==> config.mk <==
export PLATFORM = sky130hd
export DESIGN_NAME = src_ctrl_seq
export DESIGN_NICKNAME = d
export VERILOG_FILES = /design/src/rtl/src_ctrl_seq.sv
export SDC_FILE = /design/constraint.sdc
export NUM_CORES = 1
export LEC_CHECK = 0
export BUFFER_PORTS_ARGS = -buffer_cell sky130_fd_sc_hd__buf_2
export CORE_MARGIN = 2
export CORE_UTILIZATION = 53
export DETAILED_ROUTE_END_ITERATION = 16
export PLACE_DENSITY = 0.78
export SLEW_MARGIN = 20
export SYNTH_ARGS = -nofsm -noshare
export SYNTH_HDL_FRONTEND = slang
export SYNTH_SLANG_ARGS = --single-unit
export TNS_END_PERCENT = 30
==> constraint.sdc <==
create_clock -name clk -period 4 [get_ports clk]
set_input_delay 0.8 -clock clk [delete_from_list [all_inputs] [get_ports clk]]
set_output_delay 0.8 -clock clk [all_outputs]
set_load 0.02 [all_outputs]
==> src/rtl/src_ctrl_seq.sv <==
// Upsampler sequencer: ALLOC..PC_INC flow with own tap/stage/vector/channel counters; optional frame_cnt via SRC_CTRL_FRAME_CNT_EN.
// Latency ALLOC->ALLOC: TAPS+5 (inner stage), TAPS+6 (last stage), TAPS+7 (last vector), zero backpressure.
// Backpressure: holds in LOAD_OUT until out_ready, in LOAD_IN until in_valid; en=0 freezes everything.
module src_ctrl_seq #(
    parameter int STAGES   = 4,
    parameter int VECTORS  = 2,
    parameter int TAPS     = 16,
    parameter int CHANNELS = 2,
    localparam int TW = $clog2((TAPS > 2) ? TAPS : 2),
    localparam int SW = $clog2((STAGES > 2) ? STAGES : 2),
    localparam int VW = $clog2((VECTORS > 2) ? VECTORS : 2),
    localparam int CW = $clog2((CHANNELS > 2) ? CHANNELS : 2)
) (
    input  logic          clk,
    input  logic          rst,
    input  logic          en,
    input  logic          in_valid,
    output logic          in_ready,
    output logic          out_valid,
    input  logic          out_ready,
    output logic [2:0]    ostate,
    output logic [TW-1:0] tap_idx,
    output logic [SW-1:0] stage_idx,
    output logic [VW-1:0] vector_idx,
    output logic [CW-1:0] ch_idx,
    output logic          mac_clr,
    output logic          mac_en
`ifdef SRC_CTRL_FRAME_CNT_EN
    ,
    output logic [15:0]   frame_cnt
`endif
);

    localparam logic [2:0] ALLOC     = 3'd0;
    localparam logic [2:0] LOAD_INIT = 3'd1;
    localparam logic [2:0] CONV      = 3'd2;
    localparam logic [2:0] LOAD_RES  = 3'd3;
    localparam logic [2:0] LOAD_ERR  = 3'd4;
    localparam logic [2:0] LOAD_OUT  = 3'd5;
    localparam logic [2:0] LOAD_IN   = 3'd6;
    localparam logic [2:0] PC_INC    = 3'd7;

    localparam logic [TW-1:0] TAP_LAST   = TW'(TAPS - 1);
    localparam logic [SW-1:0] STAGE_LAST = SW'(STAGES - 1);
    localparam logic [VW-1:0] VEC_LAST   = VW'(VECTORS - 1);
    localparam logic [CW-1:0] CH_LAST    = CW'(CHANNELS - 1);

    logic [2:0]    cstate;
    logic [2:0]    nstate;
    logic [TW-1:0] tap_n;
    logic [SW-1:0] stage_n;
    logic [VW-1:0] vector_n;
    logic [CW-1:0] ch_n;
    logic          in_xfer;

    // Moore handshake/strobe outputs, gated by en so nothing is offered while frozen.
    assign ostate    = cstate;
    assign out_valid = (cstate == LOAD_OUT) && en;
    assign in_ready  = (cstate == LOAD_IN) && en;
    assign mac_clr   = (cstate == LOAD_INIT) && en;
    assign mac_en    = (cstate == CONV) && en;
    assign in_xfer   = in_ready && in_valid;

    always_comb begin
        nstate   = cstate;
        tap_n    = tap_idx;
        stage_n  = stage_idx;
        vector_n = vector_idx;
        ch_n     = ch_idx;
        case (cstate)
            ALLOC: nstate = LOAD_INIT;
            LOAD_INIT: begin
                nstate = CONV;
                tap_n  = '0;
            end
            CONV: begin
                if (tap_idx == TAP_LAST) begin
                    nstate = LOAD_RES;
                    tap_n  = '0;
                end else begin
                    tap_n = tap_idx + 1'b1;
                end
            end
            LOAD_RES: nstate = LOAD_ERR;
            LOAD_ERR: begin
                if (stage_idx != STAGE_LAST) begin
                    nstate  = PC_INC;
                    stage_n = stage_idx + 1'b1;
                end else begin
                    nstate = LOAD_OUT;
                end
            end
            LOAD_OUT: begin
                if (out_ready) begin
                    if (vector_idx != VEC_LAST) begin
                        nstate   = PC_INC;
                        vector_n = vector_idx + 1'b1;
                        stage_n  = '0;
                    end else begin
                        nstate = LOAD_IN;
                    end
                end
            end
            LOAD_IN: begin
                if (in_valid) begin
                    nstate   = PC_INC;
                    stage_n  = '0;
                    vector_n = '0;
                    ch_n     = (ch_idx == CH_LAST) ? '0 : ch_idx + 1'b1;
                end
            end
            PC_INC: nstate = ALLOC;
            default: nstate = ALLOC;
        endcase
    end

    always_ff @(posedge clk or posedge rst) begin
        if (rst) begin
            cstate     <= ALLOC;
            tap_idx    <= '0;
            stage_idx  <= '0;
            vector_idx <= '0;
            ch_idx     <= '0;
        end else if (en) begin
            cstate     <= nstate;
            tap_idx    <= tap_n;
            stage_idx  <= stage_n;
            vector_idx <= vector_n;
            ch_idx     <= ch_n;
        end
    end

`ifdef SRC_CTRL_FRAME_CNT_EN
    // A frame completes when the last channel's input sample is taken.
    always_ff @(posedge clk or posedge rst) begin
        if (rst) begin
            frame_cnt <= '0;
        end else if (in_xfer && (ch_idx == CH_LAST)) begin
            frame_cnt <= frame_cnt + 16'd1;
        end
    end
`endif

endmodule

After elaboration in Yosys (flattened, before gate mapping)
Cells that the tools add are included.

$add $sub $neg: 4. Mux-type cells: 18. Reductions and logical operators: 13. Equal/unequal tests: 14.

Operators by type and width (count): 3-bit case mux with 8 select lines (1); 3-bit equality test (second input constant) (4); 2-bit two-way mux (5); 2-bit inequality test (second input constant) (5); 3-bit two-way mux (3); 4-bit case mux with 2 select lines (1); 4-bit AND reduction (2); 3-bit by 2-bit equality test with 1-bit output (second input constant) (2); 2-bit case mux with 3 select lines (1); 6-bit AND reduction (1); 1-bit two-way mux (5); 4-bit by 1-bit adder with 4-bit output (second input constant) (1); 4-bit equality test (second input constant) (1); 1-bit logical AND (4); 4-bit two-way mux (1); 2-bit nonzero test (2); 3-bit by 1-bit equality test with 1-bit output (second input constant) (1); 3-bit zero test (1); 3-bit AND reduction (1); 3-bit nonzero test (1); 1-bit adder (second input constant) (2); 2-bit by 1-bit adder with 2-bit output (second input constant) (1); 2-bit by 1-bit inequality test with 1-bit output (second input constant) (1); 1-bit case mux with 2 select lines (1); 2-bit AND reduction (1).

Flip-flop bits (word level): 11. Logic and storage cells: 54. Bits of input ports: 5. Output and inout bits: 15.

Logic depth before layout (Yosys ltp)
Depth after elaboration: 4. Depth in mapped cells: 5. Depth with buffers taken out: 5.

Worst setup path after synthesis
No wires, ideal clock.

Path kind: input to output. Start: input en. End: output mac_en. Cell stages on the path: 3. Path buffers: 1. Arrival time: 1637 ps. Required time: 3200 ps. Path slack: 1563 ps. Cell sequence: buf_2 > nor2b_1 > nor2b_1.

Cells in the longest elaborated chain, start to end: 1.

Ends and longest elaborated chain: start, declared (RTL line 16) `input logic en,`; 1-bit logical AND (RTL line 61) `assign mac_en = (cstate == CONV) && en;`; end, declared (RTL line 27) `output logic mac_en`.

No other way between the ends.

Worst setup path after layout
Same ends and word-level chain as after synthesis.

==> impl_metrics.py <==
metrics = {
    "logic_synthesis": {
        "yosysUniqueCellTypes": 32,
        "yosysTopAreaCell": "dfrtp_1",
        "post_syn_nets": 84,
        "postSynthCellCount": 77,
        "yosys.area.top_type_share": 0.389,
        "synth.yosys.seq_area_share": 0.389,
        "syn-cell-area_um2": 707,
        "ys_ff_latch": 11,
        "syn_area_per_cell_um2": 9.18,
        "ys.warnings.count": 0,
        "synth.area.top_cells": "dfrtp_1, nand2_1, ha_1, o21ai_0, mux2_2",
    },
    "cts": {
        "tritoncts_num_sinks": 11,
        "cts_max_level": 1,
        "clkTransAtPathRegs_ps": 70,
        "post_cts_hold_buffer_count": 0,
        "clockBufferDepth": 2,
        "cts_repair_resize_count": 0,
        "ctsRootBufferMaster": "clkbuf_4",
        "post_cts_buffers": 0,
        "total_clock_buffers_created_by_cts": 3,
        "worstSkewPairLatency_ps": 280,
        "tritoncts": "built",
    },
    "detailed_routing": {
        "drt_drc_violations_left": 0,
        "detail_route.wirelength_mm": 1.47,
        "routed_wire_length_per_instance_um": 13.4,
        "ant_nets": 0,
        "drt_pass1_iterations": 4,
        "drt-vias-per-instance": 5.58,
        "route.vias.total": 614,
        "drtIter0Drc": 13,
    },
    "floorplanning": {
        "top_level_ports": 20,
        "die_width_um": 40.5,
        "die_height_um": 40.5,
        "placeableCoreArea_um2": 1270,
        "fp-row-count": 13,
        "initial_core_util": 0.557,
        "total_die_area_um2": 1640,
    },
    "pwr": {
        "irDropWorstVdd_mv": 0.384,
        "swShare": 0.489,
        "power.switching_uw": 332,
        "power_frac_comb": 0.508,
        "power_frac_seq": 0.375,
        "power_density_nw_per_um2": 829,
        "power.total_uw": 678,
        "p_clk_frac": 0.118,
        "total_leakage_power_nw": 0.377,
        "p_int_uw": 346,
    },
    "sta": {
        "min_period_over_period": 0.636,
        "timing_worst_slew_pin_value_ps": 512,
        "setup-tns-final_ps": 0,
        "final_max_slew_viols": 0,
        "layout_setup_ws_ps": 1450,
        "max-slew-margin-rel": 0.659,
        "fmax_ghz": 0.393,
        "clock-skew-final_ps": 2.53,
        "timing.final.hold_violations": 0,
        "layout_min_cycle_time_ps": 2550,
        "setup_viol": 0,
        "grt_setup_unrepaired": "false",
    },
    "grt": {
        "wire_length_of_the_first_global_routing_pass_mm": 2.23,
        "grt_max_degree": 18,
        "global_route.usage.total": 0.214,
        "met1_usage": 0.286,
        "gr-usage-met3": 0.0556,
        "use_met2": 0.317,
        "number_of_global_route_vias_before_repair": 510,
        "grt-busiest-layer": "met2",
        "grt_remaining_overflow": 0,
        "number_of_antenna_violations_at_the_first_check_in_global_routing": 0,
    },
    "run": {
        "max-cap-violations": 0,
    },
    "worst_setup_path": {
        "worstPathMaxFanout": 9,
        "worstPathRequired_ps": 3200,
        "timing.critical_path.from_type": "input port",
        "cp-end-kind": "primary output",
        "worst-endpoint-arrival_ps": 1750,
        "crit_type": "input port to primary output",
    },
    "placement": {
        "worst_setup_timing_slack_at_the_placement_stage_ps": 1490,
        "routabilityCongestion": 0.743,
        "numPortBuffers": 19,
        "detailedPlacementHpwl_mm": 1.08,
    },
    "layout": {
        "final_cell_mix": "buf_2, dfrtp_1, nand2_1",
        "commonest_non_fill_non_tap_cell_in_the_layout": "buf_2",
        "share_of_post_route_cells_with_drive_strength_above_1": 0.295,
        "num_antenna_cells": 0,
        "area_added_between_synthesis_and_finish_pct": 15.8,
        "nets": 103,
    },
    "hold_path": {
        "hold_class": "flop to flop",
    },
    "status": {
        "status": "finished, final reports clean",
    },
}
[worst paths after layout]
check	from	endpoint	slack (ps)	cells after the start
setup reg to reg	ostate[1]	stage_idx[0]	2300	4
max in group asynchronous	rst	tap_idx[0]	3220	2
min in group asynchronous	rst	ostate[2]	490	2
setup / recovery	en	mac_en	1450	4
hold reg to reg	ch_idx	ch_idx	460	1
hold / removal	ch_idx	ch_idx	460	1
[layer usage]
layer / vias to the layer above / wire [um]
li1: 308 / -
met1: 288 / 641
met2: 13 / 729
met3: 5 / 62
met4: 0 / 37
met5: - / 0
[sequential cells by signal (all words and copies together) (netlist names)]
| signal | cells |
|---|---|
| ostate | 3 |
| ch_idx | 1 |
| stage_idx | 2 |
| tap_idx | 4 |
| vector_idx | 1 |
[final cells by class]
cell class	count	area, um^2
Fill cell	116	450
Multi-Input combinational cell	57	388
Sequential cell	11	275
Timing Repair Buffer	19	95.1
Clock buffer	4	26.3
Tap cell	15	18.8
Inverter	4	15.0
[power by group through the flow]
| stage | Combinational (mW) | Sequential (mW) | Clock [mW] |
|---|---|---|---|
| 2_1_floorplan | 0.253 | 0.265 | 0 |
| 3_3_place_gp | 0.337 | 0.255 | 0 |
| 4_1_cts | 0.348 | 0.255 | 0.0790 |
| 6_report | 0.344 | 0.254 | 0.0798 |
| 3_5_place_dp | 0.345 | 0.258 | 0 |
| 5_1_grt | 0.382 | 0.269 | 0.0874 |
[cells in the mapped netlist]
master	number
nor3b_1	1
o21ai_1	1
xnor2_1	1
nor2_1	4
buf_2	2
a21o_1	1
nand2_1	10
nand2b_4	1
a22o_1	1
a311oi_2	1
nor2b_1	3
a32o_1	2
a21boi_0	1
o22a_1	1
nand4b_1	1
a21oi_1	4
buf_6	1
clkbuf_1	2
nor3_4	1
mux2_2	2
o22ai_1	1
nand2b_1	3
nand3_1	4
inv_1	4
a41oi_1	1
nor3_1	1
nand3b_1	1
xor2_1	2
dfrtp_1	11
o21ai_0	5
o22ai_2	1
ha_1	2
[logic make-up (layout without fill, tap and decap cells)]
family / after synthesis / count (layout) / share of synthesized area
compound gates: 20 / 20 / 0.205
xor+xnor: 3 / 3 / 0.0372
fa+ha+maj: 2 / 2 / 0.0354
buf+inv: 9 / 27 / 0.0619
flops: 11 / 11 / 0.389
mux: 2 / 2 / 0.0319
simple gates: 30 / 30 / 0.239
[worst max-delay path: stages]
cell,delay [ps]
buf_2,160
nor2b_1,420
nor2b_1,190
buf_2,170
[metrics by stage]
step | util | hold WS, ps | instance area, um^2 | instances
2_1_floorplan | - | 578 | 707 | 77
4_1_cts | 0.645 | 466 | 818 | 110
6_report | 0.645 | 459 | 818 | 110
5_1_grt | 0.645 | 500 | 818 | 110
3_5_place_dp | 0.624 | 453 | 792 | 106
3_3_place_gp | 0.624 | 451 | 792 | 106
Power figures use the tool's default switching activity.
